<file path="src/rtl/tile_config_mem.sv">
// Configuration memory for a CGRA vector tile: one-shot capture of a full
// configuration vector through a ready/ack handshake, gated read-out to the datapath.
module tile_config_mem #(
  parameter int unsigned width      = 16,
  parameter int unsigned num_regs   = 16,
  parameter int unsigned num_inputs = 8
) (
  input  logic             clk,
  input  logic             reset,
  input  logic             on_off,
  input  logic             write_en,
  output logic             write_rdy,
  input  logic [width-1:0] w_data_in [num_inputs:0],
  output logic             write_ack,
  output logic [width-1:0] r_data_out [num_inputs:0],
  output logic             on_off_vector_fu
);

  localparam int unsigned num_words = num_inputs + 1;

  if (num_regs < num_words) begin : g_depth_check
    $error("tile_config_mem: num_regs must be >= num_inputs+1");
  end

  typedef enum logic [1:0] {
    IDLE  = 2'd0,
    WRITE = 2'd1,
    ACK   = 2'd2
  } state_t;

  state_t           state_q;
  state_t           state_d;
  logic             commit_c;
  // Words above num_inputs are never writable and read as zero, so only the
  // writable words are held in flops.
  logic [width-1:0] cfg_q [num_words];

  // Next-state decode; a write is committed only on the IDLE accept edge
  always_comb begin
    state_d  = state_q;
    commit_c = 1'b0;
    case (state_q)
      IDLE: begin
        if (write_en) begin
          state_d  = WRITE;
          commit_c = 1'b1;
        end
      end
      WRITE:   state_d = ACK;
      ACK:     state_d = IDLE;
      default: state_d = IDLE;
    endcase
  end

  // State register with handshake outputs registered from the next state
  always_ff @(posedge clk or posedge reset) begin
    if (reset) begin
      state_q   <= IDLE;
      write_rdy <= 1'b1;
      write_ack <= 1'b0;
    end else begin
      state_q   <= state_d;
      write_rdy <= (state_d == IDLE);
      write_ack <= (state_d == ACK);
    end
  end

  // Configuration storage
  always_ff @(posedge clk or posedge reset) begin
    if (reset) begin
      for (int i = 0; i < int'(num_words); i++) begin
        cfg_q[i] <= '0;
      end
    end else if (commit_c) begin
      for (int i = 0; i < int'(num_words); i++) begin
        cfg_q[i] <= w_data_in[i];
      end
    end
  end

  // Read path samples pre-commit contents when a read and a write share an edge
  always_ff @(posedge clk or posedge reset) begin
    if (reset) begin
      for (int i = 0; i < int'(num_words); i++) begin
        r_data_out[i] <= '0;
      end
      on_off_vector_fu <= 1'b0;
    end else begin
      if (on_off) begin
        for (int i = 0; i < int'(num_words); i++) begin
          r_data_out[i] <= cfg_q[i];
        end
      end
      on_off_vector_fu <= on_off;
    end
  end

endmodule

</file>
<file path="config.mk">
export PLATFORM = sky130hd
export DESIGN_NAME = tile_config_mem
export DESIGN_NICKNAME = d
export VERILOG_FILES = /design/src/rtl/tile_config_mem.sv
export SDC_FILE = /design/constraint.sdc
export NUM_CORES = 1
export LEC_CHECK = 0
export ABC_AREA = 1
export ABC_CLOCK_PERIOD_IN_PS = 18100
export BUFFER_PORTS_ARGS = -buffer_cell sky130_fd_sc_hd__buf_2
export CELL_PAD_IN_SITES_DETAIL_PLACEMENT = 0
export CELL_PAD_IN_SITES_GLOBAL_PLACEMENT = 1
export CORE_MARGIN = 5
export CORE_UTILIZATION = 30
export CTS_CLUSTER_DIAMETER = 50
export DETAILED_ROUTE_END_ITERATION = 8
export PLACE_DENSITY = 0.73
export SYNTH_ARGS = -nofsm -noshare
export SYNTH_HDL_FRONTEND = slang
export SYNTH_SLANG_ARGS = --single-unit
</file>
<file path="constraint.sdc">
create_clock -name clk -period 18.1 [get_ports clk]
set_input_delay 2.715 -clock clk [delete_from_list [all_inputs] [get_ports clk]]
set_output_delay 2.715 -clock clk [all_outputs]
set_load 0.03 [all_outputs]
</file>
======== Word level (Yosys, flattened, before mapping) ========
Cells that the tools add are included.
operators by class
  add/subtract/negate cells ............... 0
  multipliers ............................. 0
  div/mod/pow operators ................... 0
  magnitude comparators ................... 0
  equal/unequal tests ..................... 2
  shifts and indexed selects .............. 0
  mux-type cells .......................... 4
  bitwise logic cells ..................... 0
  reductions and logical operators ........ 2
operators with widths
  operator            count
  $logic_not 2->1     2
  $pmux 2 s2          1
  $eq 2x1->1 const B  1
  $eq 2x2->1 const B  1
  $mux 1              2
  $mux 2              1
storage, ports and cells
  register bits after elaboration ......... 293
  bits in latches ......................... 0
  memory bits (writable) .................. 0
  ROM bits ................................ 0
  input bits .............................. 148
  output and inout bits ................... 147
  word-level logic and storage cells ...... 30
  memories ................................ 0

======== Logic depth before layout (Yosys ltp) ========
Gate-level depths: netlist (run 1).
  word-level depth ........................ 3
  mapped depth ............................ 6
  depth with buffers taken out ............ 4

======== Worst setup path before layout (run 1) ========
No wires, ideal clock.
  kind .................................... in2reg
  start ................................... input port on_off
  end ..................................... register r_data_out[100] (netlist name)
  library setup time ...................... 0.133 ns
  arrival ................................. 3.435 ns
  required time ........................... 17.967 ns
  path slack .............................. 14.532 ns
  stages .................................. 6
  path buffers ............................ 4
  cells stage by stage .................... buf_2 > buf_4 > buf_2 > buf_4 > nand2_1 > o21ai_0
RTL lines
  item                           line  text
  start, declared                10    input logic on_off,
  end signal, assigned by index  91    r_data_out[i] <= cfg_q[i];
  end, declared                  15    output logic [width-1:0] r_data_out [num_inputs:0],

======== Final worst setup path (run 1) ========
  start ................................... input port on_off
  end ..................................... register r_data_out[68] (netlist name)
No word-level cell between the ends.

==> reports/metrics.cfg, run 1 <==
[run_status]
run_status=completed

[timing]
skew_ns=0.00959
setup_viol_count_final=0
min_period_over_period_pct=24.9
whs_ns=0.467
setup_slack_ns=13.58
rsz0062_at_grt=false
worst_pin_slew_ns=1.20
slew_viol_final=0
slew_headroom_pct=20.0
fin_tns_setup_ns=0
min_period_ns=4.52
fmax_mhz=221
hold_violations=0

[cts]
clockBufferDepth=3
clk_pin_slew_ns=0.06
htreeDepth=2
cts_resized=0
insertion_delay_ns=0.53
cts_buffers=39
ctsHoldBuffers=0
cts_root_buffer=clkbuf_16
clkSinkCount=292
tritoncts=yes
cts_setup_buffers=0

[power]
power.total_mw=2.09
leakagePower_nw=7.75
peakVddDrop_uv=81.0
powerDensity_nw_per_um2=145

[final_layout]
nFillCells=3880
final_cell_mix=nand2_1, buf_2, dfrtp_1
utilization_pct=38.5
multiInputGateArea_um2=3090
area_growth_pct=27.4
final_cell_area_um2=14400
seq_area_um2=7310
final_cells=2047
layout-drive-gt1-share_pct=24.2
fin_nets=1655
final_common_cell=nand2_1

[die]
start_util_pct=30.2
die-area_um2=41800
design.core.area_um2=37500
die_h_um=204
io_pins=295
die_w_um=204
rows=71

[min_path]
whs_path_depth=2
min_to=cfg_q[31]
min_path_type=flop to flop
min_from=cfg_q[31]

[detailed_routing]
vias=8867
detail-route-antenna-nets=0
viasPerCell=4.33
drc=0
first_iter_violations=482
firstDrtPassIters=5
totalWireLength_um=31200
wire_per_inst_um=15.2

[critical_path]
critPathKind=input port to flop
reg2reg_to=cfg_q[121]
cp.required_ns=18.46
reg2reg_slack_ns=15.10
reg2reg_from=state_q[1]
crit_path_end_kind=flop
cp-start-kind=input port
crit_fanout=163
critical_path_arrival_ns=4.87
r2r_cells=6

[logic_synthesis]
synth_nets=1389
syn-mean-instance-area_um2=9.13
synth_area_um2=11300
ys_ff_latch=292
synth.distinct_cells=13
synthCells=1241
synth_seq_area_share_pct=64.5
yosysWarnings=0

[place]
place_ws_ns=12.97
place_congestion=0.800
port_buffers=294
placed_cells=1977
postPlaceCellArea_um2=13200
hpwlAfterDp_um=19500

[global_route]
grt_max_degree=164
grt_pass1_vias=8907
grt_usage_pct=14.8
gr-total-overflow=0
grt_pass1_wl_um=49500
grt_antenna_before_repair=4

[job]
drv_cap=0

worst max-delay path, cell delays in order:
cell and delay [ns]:
clkbuf_8 0.57, buf_4 0.97, o21ai_0 0.24
cell usage after synthesis:
cell type	number	area (µm²)
buf_2	14	70.1
dfstp_2	1	26.3
clkbuf_1	45	169
inv_1	147	552
nand2_2	1	6.26
nor2_4	1	11.3
o21ai_0	144	721
buf_6	1	11.3
nor2_1	2	7.51
buf_4	18	135
dfrtp_1	291	7280
nand2_1	432	1620
nand3_1	144	721
worst max path at each step:
| stage | startpoint | end | depth (start not counted) |
|---|---|---|---|
| after floorplan | reset | cfg_q[0] | 1 |
| after global placement | reset | cfg_q[64] | 4 |
| after detailed placement | reset | r_data_out[26] | 4 |
| after CTS | reset | cfg_q[105] | 4 |
| after global routing | reset | r_data_out[67] | 4 |
| final | on_off | r_data_out[68] | 3 |
flip-flops by register name, indices dropped and copies added (netlist names):
name	count
r_data_out	144
state_q	2
cfg_q	144
write_rdy	1
on_off_vector_fu	1
power by group:
part           switching, mW  internal [mW]  total (mW)
Sequential            0.0798          0.801       0.881
Clock                  0.299          0.458       0.757
Combinational          0.327          0.129       0.457
Total                  0.706           1.39        2.09
area by class of cell:
cell class	count	share of cell area, %
tap	511	4.43
sequential	292	50.6
antenna	2	0.0347
clock buffer	50	7.53
multi-input combinational	724	21.4
clock inverter	18	1.35
inverter	147	3.87
timing repair buffer	303	10.7
logic make-up (layout without fill, tap and decap cells):
| logic type | Yosys count | in the layout | share of synthesized area, % |
|---|---|---|---|
| and+or+nand+nor | 580 | 580 | 20.9 |
| AOI/OAI and AO/OA | 144 | 144 | 6.36 |
| buffers and inverters | 225 | 518 | 8.27 |
| DFF | 292 | 292 | 64.5 |
| other | 0 | 2 | 0 |
layer usage:
layer	up-vias	GRT usage, %	part of all wire [%]
li1	4387	-	-
met5	-	0	0.067
met4	4	6.10	3.2
met2	222	23.8	48
met1	4200	19.4	43
met3	54	3.25	5.8
(Power assumes the default switching activity.)
==> inputs of run 2 (changes only) <==
--- a/config.mk
+++ b/config.mk
@@ -5,8 +5,8 @@
 export SDC_FILE = /design/constraint.sdc
 export NUM_CORES = 1
 export LEC_CHECK = 0
-export ABC_AREA = 1
-export ABC_CLOCK_PERIOD_IN_PS = 18100
+export ABC_AREA = 0
+export ABC_CLOCK_PERIOD_IN_PS = 4000
 export BUFFER_PORTS_ARGS = -buffer_cell sky130_fd_sc_hd__buf_2
 export CELL_PAD_IN_SITES_DETAIL_PLACEMENT = 0
 export CELL_PAD_IN_SITES_GLOBAL_PLACEMENT = 1
@@ -14,7 +14,7 @@
 export CORE_UTILIZATION = 30
 export CTS_CLUSTER_DIAMETER = 50
 export DETAILED_ROUTE_END_ITERATION = 8
-export PLACE_DENSITY = 0.73
+export PLACE_DENSITY = 0.71
 export SYNTH_ARGS = -nofsm -noshare
 export SYNTH_HDL_FRONTEND = slang
 export SYNTH_SLANG_ARGS = --single-unit
==> constraint.sdc (replaced) <==
create_clock -name clk -period 4 [get_ports clk]
set_input_delay 0.6 -clock clk [delete_from_list [all_inputs] [get_ports clk]]
set_output_delay 0.6 -clock clk [all_outputs]
set_load 0.03 [all_outputs]
==> reports/metrics.cfg, run 2 <==
[place]
hpwlAfterDp_um=16700
port_buffers=294
place_congestion=0.769
place_ws_ns=1.79
postPlaceCellArea_um2=13000

[timing]
min_period_over_period_pct=46.1
slew_headroom_pct=42.0
hold_violations=0
skew_ns=0.00923
setup_viol_count_final=0
rsz0062_at_grt=false
min_period_ns=1.85
worst_pin_slew_ns=0.870
slew_viol_final=0
setup_slack_ns=2.15
whs_ns=0.210
fmax_mhz=542

[die]
design.core.area_um2=36500
io_pins=295
start_util_pct=30.3
die-area_um2=40800
rows=70
die_w_um=202
die_h_um=202

[critical_path]
crit_fanout=77
critical_path_arrival_ns=2.25
cp-start-kind=flop
cp.required_ns=4.41
critPathMaxStageDelay_ns=0.43
crit_buf_inv=1
critPathKind=flop to flop
crit_family=flip-flops
cp_slowest_cell=dfrtp_1
crit_path_end_kind=flop
crit_chain=nor3b_4 -> buf_12 -> mux2_2

[final_layout]
reg_top3=cfg_q x144, r_data_out x144, state_q x2
layout-drive-gt1-share_pct=68.7
final_cell_mix=buf_2, dfrtp_1, mux2_2
final_cell_area_um2=14300
final_common_cell=buf_2
fin_nets=1077
utilization_pct=39.1
area_growth_pct=29.1

[cts]
tritoncts=yes
htreeDepth=2
cts_buffers=38
cts_resized=0
clkSinkCount=292
cts_setup_buffers=0
cts_root_buffer=clkbuf_16
ctsHoldBuffers=0
clockBufferDepth=3
insertion_delay_ns=0.53
clk_pin_slew_ns=0.06

[detailed_routing]
drc=0
first_iter_violations=170
wire_per_inst_um=17.2
detail-route-antenna-nets=0
firstDrtPassIters=4
viasPerCell=4.35
vias=6218
totalWireLength_um=24500

[power]
peakVddDrop_uv=463
powerDensity_nw_per_um2=716
leakagePower_nw=6.57

[global_route]
grt_pass1_vias=6962
gr-total-overflow=0
grt_max_degree=106
grt_usage_pct=12.0
grt_antenna_before_repair=5
grt_pass1_wl_um=39300

[logic_synthesis]
synth_area_um2=11100
synthCells=616
synth_top_cells_by_count=dfrtp_1, mux2_2, mux2_4
ys_ff_latch=292
yosysWarnings=0
synth.distinct_cells=12
synth_seq_area_share_pct=66.1
synth_top_area_share_pct=65.8
syn-mean-instance-area_um2=18.0
synth_flop_cell=dfrtp_1
synth-edff-count=0
async_flop_share_pct=100
synth.area.top_cells=dfrtp_1, mux2_2, mux2_4, buf_12, buf_4
yosys.area.top_type=dfrtp_1
synth_most_common_cell=dfrtp_1
synth_nets=764

[run_status]
run_status=completed

[job]
drv_cap=0

[min_path]
min_path_type=input port to async pin

## run 2: final cells by class
cell class,instances,area (µm²)
diodes,2,5.00
fillers,3486,22200
flip-flops and latches,292,7310
inverters,1,7.51
clock buffers,55,1150
clock inverters,15,114
repair buffers,305,1650
well taps,468,586
multi-input cells,291,3460
## run 2: final timing paths
kind                                  from               to  depth (start not counted)  slack, ns
worst max-delay path            state_q[1]        cfg_q[60]                          3       2.15
worst min-delay path                 reset   r_data_out[89]                          2       0.21
worst max register to register  state_q[1]        cfg_q[60]                          3       2.15
worst min register to register   cfg_q[52]   r_data_out[84]                          1       0.48
max in group asynchronous            reset  r_data_out[111]                          4       2.76
min in group clk                  write_en        write_rdy                          2       0.22
## run 2: cells by family after synthesis
family,share of synthesized area (%)
DFF,66.1
muxes,31.0
buffers and inverters,2.69
and+or+nand+nor,0.170
AOI/OAI and AO/OA,0.0679
## run 2: report_power, final
group	switching (mW)	internal [mW]	total, mW
Sequential	0.401	3.79	4.19
Combinational	1.58	1.13	2.71
Clock	1.30	2.02	3.32
Total	3.28	6.94	10.2
## run 2: routing by layer
| metal | track usage [%] | share of wire (%) |
|---|---|---|
| met4 | 4.81 | 3.3 |
| met2 | 19.9 | 50 |
| met3 | 4.56 | 7.2 |
| met5 | 0 | 0.18 |
| met1 | 14.1 | 40 |
## run 2: stage by stage
stage | std cells | TNS [ns] | power, mW
global placement | 1357 | 0 | 6.93
CTS | 1427 | 0 | 10.4
global route | 1429 | 0 | 10.8
detailed placement | 1357 | 0 | 7.01
floorplan | 616 | -138.03 | 6.15
finish | 1429 | 0 | 10.2
